## config.mk

```make
export PLATFORM = sky130hd
export DESIGN_NAME = gray_frame_sched
export DESIGN_NICKNAME = d
export VERILOG_FILES = /design/src/rtl/gray_frame_sched.sv
export SDC_FILE = /design/constraint.sdc
export NUM_CORES = 1
export LEC_CHECK = 0
export CORE_UTILIZATION = 58
export CTS_CLUSTER_DIAMETER = 120
export DETAILED_ROUTE_END_ITERATION = 8
export PLACE_DENSITY = 0.85
export SYNTH_ARGS = -nofsm -noshare
export SYNTH_HDL_FRONTEND = slang
export SYNTH_SLANG_ARGS = --single-unit
```

## constraint.sdc

```tcl
create_clock -name clk -period 6.12 [get_ports clk]
set_clock_uncertainty 0.15 [all_clocks]
set_input_delay 1.224 -clock clk [delete_from_list [all_inputs] [get_ports clk]]
set_output_delay 1.224 -clock clk [all_outputs]
set_load 0.03 [all_outputs]
```

## src/rtl/gray_frame_sched.sv

```systemverilog
// ============================================================================
// Module   : gray_frame_sched
// Brief    : Whole-frame admission, length check and drain sequencer ahead of
//            the RGB565-to-gray converter. Optional macro: GRAY_FRAME_SKIP_EN.
// Revision : 1.0 - initial release
// ============================================================================
`default_nettype none

module gray_frame_sched #(
    parameter int IMG_W    = 640,
    parameter int IMG_H    = 480,
    parameter int PIPE_LAT = 3,
    parameter int CNT_W    = 20
) (
    input  logic        clk,
    input  logic        rst_n,
    input  logic        cfg_en,
    input  logic        cfg_gray,
`ifdef GRAY_FRAME_SKIP_EN
    input  logic [1:0]  cfg_skip,
`endif
    input  logic [15:0] din,
    input  logic        din_vld,
    input  logic        din_sop,
    input  logic        din_eop,
    output logic [15:0] pix_out,
    output logic        pix_vld,
    output logic        pix_sop,
    output logic        pix_eop,
    output logic        mode_gray,
    output logic        busy,
    output logic        frame_done,
    output logic        err_len,
    output logic [15:0] frame_cnt
);

    localparam logic [CNT_W-1:0] c_FRAME    = CNT_W'(IMG_W * IMG_H);
    localparam logic [CNT_W-1:0] c_ONE      = {{(CNT_W-1){1'b0}}, 1'b1};
    localparam logic [2:0]       c_DRN_LAST = 3'(PIPE_LAT - 1);

    typedef enum logic [1:0] {
        ST_IDLE     = 2'd0,
        ST_WAIT_SOP = 2'd1,
        ST_ACTIVE   = 2'd2,
        ST_DRAIN    = 2'd3
    } state_t;

    state_t             r_state;
    state_t             w_state_nxt;
    logic [CNT_W-1:0]   r_cnt;
    logic [2:0]         r_drn;
    logic               r_frame_fwd;

    // One-entry elastic stage: absorbs the extra cycle created by the
    // truncation marker until an input gap lets the stream catch up.
    logic               r_hold_vld;
    logic [15:0]        r_hold_data;
    logic               r_hold_sop;
    logic               r_hold_eop;

    logic               w_acc;
    logic               w_start;
    logic               w_short;
    logic [CNT_W-1:0]   w_cnt_nxt;
    logic               w_cnt_hit;
    logic               w_end;
    logic               w_err;
    logic               w_start_fwd;
    logic               w_new_fwd;
    logic               w_beat_fwd;
    logic               w_drn_done;
    logic               w_mark_case;

    logic               w_o_vld;
    logic               w_o_sop;
    logic               w_o_eop;
    logic [15:0]        w_o_data;
    logic               w_hold_vld_nxt;
    logic [15:0]        w_hold_data_nxt;
    logic               w_hold_sop_nxt;
    logic               w_hold_eop_nxt;

    always_comb begin
        w_acc   = 1'b0;
        w_start = 1'b0;
        case (r_state)
            ST_WAIT_SOP: begin
                w_start = din_vld & din_sop & cfg_en;
                w_acc   = w_start;
            end
            ST_ACTIVE: begin
                w_start = din_vld & din_sop;
                w_acc   = din_vld;
            end
            default: begin
                w_acc   = 1'b0;
                w_start = 1'b0;
            end
        endcase
    end

    assign w_short    = (r_state == ST_ACTIVE) & din_vld & din_sop;
    assign w_cnt_nxt  = w_start ? c_ONE : (r_cnt + c_ONE);
    assign w_cnt_hit  = (w_cnt_nxt == c_FRAME);
    assign w_end      = w_acc & (din_eop | w_cnt_hit);
    assign w_err      = w_end & ~(din_eop & w_cnt_hit);
    assign w_drn_done = (r_state == ST_DRAIN) & ~r_hold_vld & (r_drn == c_DRN_LAST);

`ifdef GRAY_FRAME_SKIP_EN
    logic [1:0] r_skip_cnt;
    logic [1:0] r_skip_mod;
    logic [1:0] w_skip_mod;

    assign w_start_fwd = (r_skip_cnt == 2'd0);
    assign w_skip_mod  = w_start ? cfg_skip : r_skip_mod;

    always_ff @(posedge clk or negedge rst_n) begin
        if (!rst_n) begin
            r_skip_cnt <= 2'd0;
            r_skip_mod <= 2'd0;
        end else begin
            if (w_start) begin
                r_skip_mod <= cfg_skip;
            end
            if (w_end) begin
                r_skip_cnt <= (r_skip_cnt >= w_skip_mod) ? 2'd0 : (r_skip_cnt + 2'd1);
            end
        end
    end
`else
    assign w_start_fwd = 1'b1;
`endif

    assign w_new_fwd   = w_start ? w_start_fwd : r_frame_fwd;
    assign w_beat_fwd  = w_acc & w_new_fwd;
    assign w_mark_case = w_short & r_frame_fwd;

    always_comb begin
        w_state_nxt = r_state;
        case (r_state)
            ST_IDLE: begin
                if (cfg_en) begin
                    w_state_nxt = ST_WAIT_SOP;
                end
            end
            ST_WAIT_SOP: begin
                if (din_vld && din_sop) begin
                    if (!cfg_en) begin
                        w_state_nxt = ST_IDLE;
                    end else if (w_end) begin
                        w_state_nxt = ST_DRAIN;
                    end else begin
                        w_state_nxt = ST_ACTIVE;
                    end
                end
            end
            ST_ACTIVE: begin
                if (w_end) begin
                    w_state_nxt = ST_DRAIN;
                end
            end
            ST_DRAIN: begin
                if (w_drn_done) begin
                    w_state_nxt = cfg_en ? ST_WAIT_SOP : ST_IDLE;
                end
            end
            default: w_state_nxt = ST_IDLE;
        endcase
    end

    always_comb begin
        w_o_vld         = 1'b0;
        w_o_sop         = 1'b0;
        w_o_eop         = 1'b0;
        w_o_data        = pix_out;
        w_hold_vld_nxt  = 1'b0;
        w_hold_data_nxt = r_hold_data;
        w_hold_sop_nxt  = r_hold_sop;
        w_hold_eop_nxt  = r_hold_eop;
        if (w_mark_case) begin
            // A still-held last beat can carry the forced eop itself;
            // otherwise the eop goes out on an empty marker cycle.
            w_o_eop = 1'b1;
            if (r_hold_vld) begin
                w_o_vld  = 1'b1;
                w_o_sop  = r_hold_sop;
                w_o_data = r_hold_data;
            end
            if (w_beat_fwd) begin
                w_hold_vld_nxt  = 1'b1;
                w_hold_data_nxt = din;
                w_hold_sop_nxt  = w_start;
                w_hold_eop_nxt  = w_end;
            end
        end else if (r_hold_vld) begin
            w_o_vld  = 1'b1;
            w_o_sop  = r_hold_sop;
            w_o_eop  = r_hold_eop;
            w_o_data = r_hold_data;
            if (w_beat_fwd) begin
                w_hold_vld_nxt  = 1'b1;
                w_hold_data_nxt = din;
                w_hold_sop_nxt  = w_start;
                w_hold_eop_nxt  = w_end;
            end
        end else if (w_beat_fwd) begin
            w_o_vld  = 1'b1;
            w_o_sop  = w_start;
            w_o_eop  = w_end;
            w_o_data = din;
        end
    end

    always_ff @(posedge clk or negedge rst_n) begin
        if (!rst_n) begin
            r_state     <= ST_IDLE;
            r_cnt       <= '0;
            r_drn       <= 3'd0;
            r_frame_fwd <= 1'b0;
            r_hold_vld  <= 1'b0;
            r_hold_data <= 16'd0;
            r_hold_sop  <= 1'b0;
            r_hold_eop  <= 1'b0;
            pix_out     <= 16'd0;
            pix_vld     <= 1'b0;
            pix_sop     <= 1'b0;
            pix_eop     <= 1'b0;
            mode_gray   <= 1'b0;
            busy        <= 1'b0;
            frame_done  <= 1'b0;
            err_len     <= 1'b0;
            frame_cnt   <= 16'd0;
        end else begin
            r_state     <= w_state_nxt;
            r_hold_vld  <= w_hold_vld_nxt;
            r_hold_data <= w_hold_data_nxt;
            r_hold_sop  <= w_hold_sop_nxt;
            r_hold_eop  <= w_hold_eop_nxt;
            pix_out     <= w_o_data;
            pix_vld     <= w_o_vld;
            pix_sop     <= w_o_sop;
            pix_eop     <= w_o_eop;
            err_len     <= w_acc & (w_err | w_short);
            frame_done  <= w_drn_done & r_frame_fwd;

            if (w_acc) begin
                r_cnt <= w_cnt_nxt;
            end
            if (w_start) begin
                mode_gray   <= cfg_gray;
                r_frame_fwd <= w_start_fwd;
            end

            if (w_start) begin
                busy <= 1'b1;
            end else if (w_drn_done) begin
                busy <= 1'b0;
            end

            // Latency countdown only starts once the eop has left the hold stage.
            if ((r_state == ST_DRAIN) && !r_hold_vld) begin
                r_drn <= w_drn_done ? 3'd0 : (r_drn + 3'd1);
            end

            if (w_drn_done && r_frame_fwd) begin
                frame_cnt <= frame_cnt + 16'd1;
            end
        end
    end

endmodule

`default_nettype wire
```

Yosys cells after proc, flatten, opt, wreduce, memory -nomap -nowiden --
Cells that the tools add are included.
Cells by class: add/sub/neg operators 3, equality and inequality tests 10, multiplexer cells 41, bitwise logic cells 17, reductions and logical operators 10
Operators with widths (count):
- $mux 16 | 7
- $mux 1 | 24
- $add 20x1->20 const B | 1
- $eq 20x19->1 const B | 1
- $mux 20 | 1
- $add 16x1->16 const B | 1
- $and 1x1->1 | 13
- $mux 2 | 5
- $ne 2x2->1 const B | 5
- $pmux 2 s4 | 1
- $reduce_bool 2->1 | 3
- $eq 2x2->1 const B | 2
- $pmux 1 s2 | 2
- $reduce_and 4->1 | 1
- $add 3x1->3 const B | 1
- $eq 3x2->1 const B | 1
- $logic_and 1x1->1 | 3
- $mux 3 | 1
- $eq 2x1->1 const B | 1
- $logic_not 2->1 | 1
- $not 1->1 | 2
- $or 1x1->1 | 2
- $reduce_and 2->1 | 1
- $logic_not 1->1 | 1
Storage, ports and cells: register bits after elaboration 84, input port bits 23, output and inout port bits 39, logic and storage cells 98

Logic depth before layout (Yosys ltp) --
Gate-level depths: netlist of the first run.
depth in word-level cells 11, depth in mapped cells 10, gate-level depth less buffers 9

Worst setup path before layout of the first run --
Ideal clock, no wire load.
path type input to register, from input din_vld, to register pix_out[10], setup time 0.136 ns, arrival 2.619 ns, required time 5.834 ns, slack 3.215 ns, cell stages on the path 6, buffers on the path 2, cell sequence nand4_1 -> nor2b_1 -> clkbuf_1 -> buf_1 -> mux2i_1 -> o21ai_0
Between the ends: word-level cells in the longest chain between the ends 7, elaborated cells between the ends (all ways) 13, classes of those cells 1 x eq/ne; 4 x mux; 6 x bitwise; 2 x reduce/logical
RTL lines:
- from (decl) | line 23 | input logic din_vld,
- $and 1x1->1 | line 88, 92
- $and 1x1->1 | line 88 | w_start = din_vld & din_sop & cfg_en;
- $pmux 1 s2 | line 86 | case (r_state)
- $mux 1
- $and 1x1->1 | line 135 | assign w_beat_fwd = w_acc & w_new_fwd;
- $reduce_bool 2->1 (no line)
- $reduce_and 2->1 (no line)
- to (signal assigned) | line 239 | pix_out <= w_o_data;
- to (decl) | line 26 | output logic [15:0] pix_out,
Parallel ways exist; a longest one is shown, timed or not. A chain may end at the register's enable or synchronous reset.

Worst setup path in the final report of the first run --
from input din_vld, to register r_hold_data[6]
Between the ends: word-level cells in the longest chain between the ends 8, elaborated cells between the ends (all ways) 13, classes of those cells 6 x mux; 6 x bitwise; 1 x reduce/logical
RTL lines:
- $and 1x1->1 | line 88, 92
- $and 1x1->1 | line 88
- $pmux 1 s2 | line 86
- $mux 1
- $and 1x1->1 | line 135
- $mux 16 (2 in series)
- $mux 16 | line 180 | if (w_mark_case) begin
- to (signal assigned) | line 236 | r_hold_data <= w_hold_data_nxt;
- to (decl) | line 57 | logic [15:0] r_hold_data;
Parallel ways exist; a longest one is shown, timed or not. The select of a mux whose other input is x is not followed.

==> impl_metrics.tcl, run 1 <==
set metrics [dict create \
    place_inst 542 \
    syn2layout_area_growth_pct 21.3 \
    ir_worst_vdd_mv 0.201 \
    cts_max_level 3 \
    startpoint "din_vld" \
    hold_depth 1 \
    grt_max_degree 85 \
    hold_viol 0 \
    gp_congestion 0.832 \
    path_class "in2reg" \
    pin_count 62 \
    holdPathEnd "frame_cnt[15]$_DFFE_PN0P_" \
    cp_max_fo 20 \
    grt_pass1_wl_mm 15.4 \
    core_region_area_sq_um 6870 \
    antenna_found_initial 0 \
    power.static_leakage_nw 2.30 \
    cp-start-kind "primary input" \
    period_share 0.571 \
    drt-pass1-iter-count 5 \
    drv_slew 0 \
    grt_overflow 0 \
    setup_viol 0 \
    worst_pin_slew_ps 1090 \
    synth_edf_count 0 \
    finalSetupTns_ps 0 \
    numCtsBuffers 9 \
    cts_root_buf "clkbuf_8" \
    crit_arrival_ps 3580 \
    synth_area_sq_um 4160 \
    row_count 30 \
    vias 3303 \
    postCtsHoldBufs 0 \
    viasPerCell 5.92 \
    clockBufferDepth 2 \
    antenna_cells 0 \
    nets 488 \
    ff2ff_path_depth 8 \
    min_path_type "reg2reg" \
    max-cap-violations 0 \
    rsz0062_at_grt "false" \
    drive_gt1_frac 0.104 \
    drc 0 \
    worstSetupEndpointType "register" \
    cts_tree "built" \
    worstHoldStart "frame_cnt[15]$_DFFE_PN0P_" \
    clk_pin_slew_ps 90 \
    drt_iter0_markers 277 \
    maxSlewHeadroom 0.269 \
    status "finished, final reports clean" \
    yosysWarnings 0 \
    ys_async_sr_fraction 1.00 \
    final-instance-count-excl-fill 558 \
    routed_wl_mm 9.11 \
    cp.required_ps 6210 \
    cts.sinks 84 \
    ctsResizeCount 0 \
    rrSetupSlack_ps 2970 \
    r2r_end "pix_eop$_DFF_PN0_" \
    die_x_um 86.7 \
    grt_usage 0.264 \
    min_period_ps 3500 \
    synth_nets 436 \
    port_buffers 61 \
    initial_core_util 0.606 \
    grt_pass1_vias 3183 \
    netlist_instances 405 \
    ys_types 50 \
    max_freq_mhz 286 \
    wl_per_cell_um 16.3 \
    avgSynthCellArea_sq_um 10.3 \
    ys.flop_type "dfrtp_1" \
    dp_hpwl_mm 6.17 \
    dieHeight_um 86.7 \
    cts_setup_buffers 0 \
    worstSkewPairLatency_ps 350 \
    synth-seq-area-share 0.505 \
    postRouteAntennaNets 0 \
    ys_ff_latch 84 \
    die_area_sq_um 7520 \
    power_density_nw_per_um2 340 \
    r2r-start "r_cnt[1]$_DFFE_PN0P_" \
]
sequential cells by signal, summed over array words and instances (netlist names), 3 cells and up, named ones only:
register     cells
frame_cnt       16
pix_out         16
r_cnt           20
r_drn            3
r_hold_data     16
final cells by class:
cell class | count | area (sq um)
Fill cell | 478 | 1820
Clock buffer | 10 | 128
Multi-Input combinational cell | 291 | 1950
Timing Repair Buffer | 64 | 631
Inverter | 7 | 26.3
Sequential cell | 84 | 2100
Tap cell | 96 | 120
Clock inverter | 6 | 93.8
synthesized netlist by cell type (2+ instances only):
cell      instances  area [sq um]
inv_1             7          26.3
mux2_2           19           214
nor4_1            6          37.5
o31ai_1           6          45.0
nor3_1            6          30.0
a22o_1            2          17.5
ha_1              8           100
clkbuf_1         13          48.8
nand4_1          12          75.1
o21ai_0          41           205
or4_1             2          15.0
a21o_1            3          22.5
xor2_1            8          70.1
a211oi_1          2          15.0
xnor2_1          16           140
and3_1            9          56.3
mux2i_1          18           180
nand2_1          59           221
and4_1            2          17.5
a31oi_1           2          12.5
dfrtp_1          84          2100
nand3_1          12          60.1
nor2b_1           4          25.0
o31a_1            2          17.5
buf_1             3          11.3
nor2_1           20          75.1
nand2b_1          4          25.0
buf_2             7          35.0
a21oi_1           7          35.0
how the worst max path moves through the flow:
| stage | endpoint |
|---|---|
| after global routing | r_hold_data[6]$_DFFE_PN0P_ |
| after detailed placement | r_hold_data[9]$_DFFE_PN0P_ |
| after CTS | r_hold_data[6]$_DFFE_PN0P_ |
| after global placement | r_hold_data[7]$_DFFE_PN0P_ |
| final | r_hold_data[6]$_DFFE_PN0P_ |
| after floorplan | pix_out[10]$_DFFE_PN0P_ |
routing by layer:
layer,global-route usage,up-vias,part of all wire
met5,0,-,0
met4,0.0788,0,0.011
met3,0.0514,8,0.048
met2,0.415,103,0.49
met1,0.375,1646,0.45
li1,-,1546,-
where the power goes:
| group | switching (mW) | internal, mW | total (mW) |
|---|---|---|---|
| Combinational | 0.322 | 0.224 | 0.546 |
| Sequential | 0.0784 | 0.652 | 0.730 |
| Clock | 0.204 | 0.234 | 0.438 |
kinds of logic after synthesis:
logic type / Yosys count / synth area share
XOR/XNOR: 24 / 0.0505
multiplexers: 37 / 0.0947
adder cells (fa/ha/maj): 8 / 0.0241
AO/OA/AOI/OAI: 81 / 0.130
flip-flops: 84 / 0.505
buffers and inverters: 30 / 0.0292
AND/OR/NAND/NOR: 141 / 0.167
cell usage in the layout, fill, tap and decap left out, types with 9 or more instances in the layout:
cell type        instances
o21ai_0                 41
mux2_2                  19
mux2i_1                 18
nand3_1                 12
clkdlybuf4s50_1         60
nand4_1                 12
xnor2_1                 16
and3_1                   9
clkbuf_8                 9
nor2_1                  20
nand2_1                 59
dfrtp_1                 84
stage by stage:
| step | setup slack, ps | hold slack [ps] | area, sq um | total power, mW | utilization |
|---|---|---|---|---|---|
| after global placement | 2340 | 310 | 4830 | 1.26 | 0.703 |
| after detailed placement | 2300 | 323 | 4830 | 1.28 | 0.703 |
| after CTS | 2650 | 341 | 5050 | 1.72 | 0.735 |
| after global routing | 2480 | 362 | 5050 | 1.80 | 0.735 |
| final | 2620 | 333 | 5050 | 1.71 | 0.735 |
| after floorplan | 3220 | 299 | 4160 | 1.05 | - |
worst max-delay path: stages:
cell and delay (ps):
clkdlybuf4s50_1 490, nand4_1 270, nor2b_2 930, nor2_1 80, buf_4 260, mux2_2 300
(Power assumes the default switching activity.)
==> run 2: changes to the inputs <==
- CORE_UTILIZATION: 58 -> 49
- PLACE_DENSITY: 0.85 -> 0.76
- clock period: 6.12 -> 3.08 ns (I/O delays scaled with it)
==> run 2 against run 1 <==
Effect of this change: clock power grew 70%; sequential power grew 95%; die area grew 18%; count of clock-buffer cells in the layout is the same; global-route usage shrank 5.3 points; non-clock buffer count grew 17; sequential share of layout area shrank 1.1 points; combinational power grew 110%; utilization shrank 10 points; cell area grew 2.8%; first-iteration DRC count shrank 31%; total power grew 93%; largest power group unchanged.
==> impl_metrics.tcl, run 2 (synthesis results as in run 1) <==
set metrics [dict create \
    status "finished, final reports clean" \
    rsz0062_at_grt "false" \
    finalSetupTns_ps 0 \
    pin_count 62 \
    crit_path_top_delay_cell "or4_1" \
    worstSkewPairLatency_ps 350 \
    cts_tree "built" \
    crit_family "simple AND/OR/NAND/NOR gates" \
    place_inst 568 \
    dieHeight_um 94.2 \
    cts.sinks 84 \
    final-instance-count-excl-fill 584 \
    drt_iter0_markers 191 \
    antenna_cells 0 \
    grt_usage 0.211 \
    max-cap-violations 0 \
    drt-pass1-iter-count 4 \
    clockBufferDepth 2 \
    most-common-layout-cells "84 x dfrtp_1, 60 x clkdlybuf4s50_1, 59 x nand2_1" \
    setup_slack_ps 266 \
    min_period_ps 2810 \
    r2r-start "r_cnt[0]$_DFFE_PN0P_" \
    drc 0 \
    min_path_type "in2async" \
    postCtsHoldBufs 0 \
    register_area_sq_um 2100 \
    path_class "reg2reg" \
    row_count 33 \
    setup_viol 0 \
    nets 505 \
    grt_pass1_wl_mm 14.6 \
    dp_hpwl_mm 6.12 \
    postRouteAntennaNets 0 \
    power_density_nw_per_um2 637 \
    critPathBufInv 0 \
    cts_setup_buffers 0 \
    clk_pin_slew_ps 90 \
    period_share 0.914 \
    drive_gt1_frac 0.138 \
    power.static_leakage_nw 2.38 \
    die_x_um 94.2 \
    cp.required_ps 3180 \
    hold_viol 0 \
    placed_area_sq_um 5000 \
    ir_worst_vdd_mv 0.481 \
    grt_max_degree 85 \
    design_area_sq_um 5190 \
    top_register "r_cnt" \
    grt_pass1_vias 3090 \
    maxSlewHeadroom 0.611 \
    core_region_area_sq_um 8220 \
    grt_overflow 0 \
    cp-start-kind "register" \
    antenna_found_initial 0 \
    crit_arrival_ps 2920 \
    cts_max_level 3 \
    fillers 681 \
    worst_pin_slew_ps 579 \
    max_stage_delay_ps 520 \
    startpoint "r_cnt[0]$_DFFE_PN0P_" \
    cp_max_fo 3 \
    crit_path_cell_trace "ha_1 -> or4_1 -> a2111oi_1 -> nand4_1 -> nor4_4 -> nor2_1 -> o31ai_1" \
    numCtsBuffers 9 \
    wl_per_cell_um 15.0 \
    mostFrequentLayoutCell "dfrtp_1" \
    initial_core_util 0.506 \
    port_buffers 61 \
    drv_slew 0 \
    gp_congestion 0.869 \
    largest_register_ffs 20 \
    multi_input_area_sq_um 1950 \
    cts_root_buf "clkbuf_8" \
    max_freq_mhz 355 \
    vias 3236 \
    pre_cts_slack_ps 59.2 \
    viasPerCell 5.54 \
    worstSetupEndpointType "register" \
    holdWs_ps 128 \
    die_area_sq_um 8870 \
    syn2layout_area_growth_pct 24.7 \
    ctsResizeCount 0 \
    routed_wl_mm 8.73 \
]
## run 2: cell count changes in the layout (fill, tap and decap cells not counted), sizes merged
cell      change
clkinv        +1
buf          +17
bufinv        -2
clkinvlp      +1
## run 2: worst paths after layout
check | end | slack (ps) | cells after the start
max in group asynchronous | r_cnt[15]$_DFFE_PN0P_ | 2290 | 2
max | r_state[0]$_DFFE_PN0P_ | 270 | 7
max reg2reg | r_state[0]$_DFFE_PN0P_ | 270 | 7
min | frame_cnt[9]$_DFFE_PN0P_ | 130 | 2
min in group clk | frame_cnt[15]$_DFFE_PN0P_ | 320 | 1
min reg2reg | frame_cnt[15]$_DFFE_PN0P_ | 320 | 1
## run 2: stage by stage
step | power [mW] | util
after floorplan | 2.09 | -
after global placement | 2.56 | 0.609
after detailed placement | 2.59 | 0.609
after CTS | 3.33 | 0.631
after global routing | 3.49 | 0.631
final | 3.31 | 0.631
## run 2: worst reg2reg max path, cell delays in order (launching register included)
cell and delay [ps]:
dfrtp_1 390, ha_1 210, or4_1 520, a2111oi_1 490
nand4_1 220, nor4_4 350, nor2_1 140, o31ai_1 250
## run 2: final cells by class
type	instances	area share
clock buffer	10	0.0265
clock inverter	6	0.00892
inverter	7	0.00507
multi-input combinational	291	0.376
sequential	84	0.405
tap	105	0.0253
timing repair buffer	81	0.153
## run 2: layer usage
| metal | global-route usage | routed length (um) |
|---|---|---|
| met5 | 0 | 0 |
| met4 | 0.0897 | 155 |
| met3 | 0.0372 | 352 |
| met2 | 0.331 | 4150 |
| met1 | 0.287 | 4070 |
## run 2: where the power goes
group / internal [mW] / switching [mW]
clock: 0.322 / 0.424
sequential: 1.29 / 0.127
combinational: 0.489 / 0.649
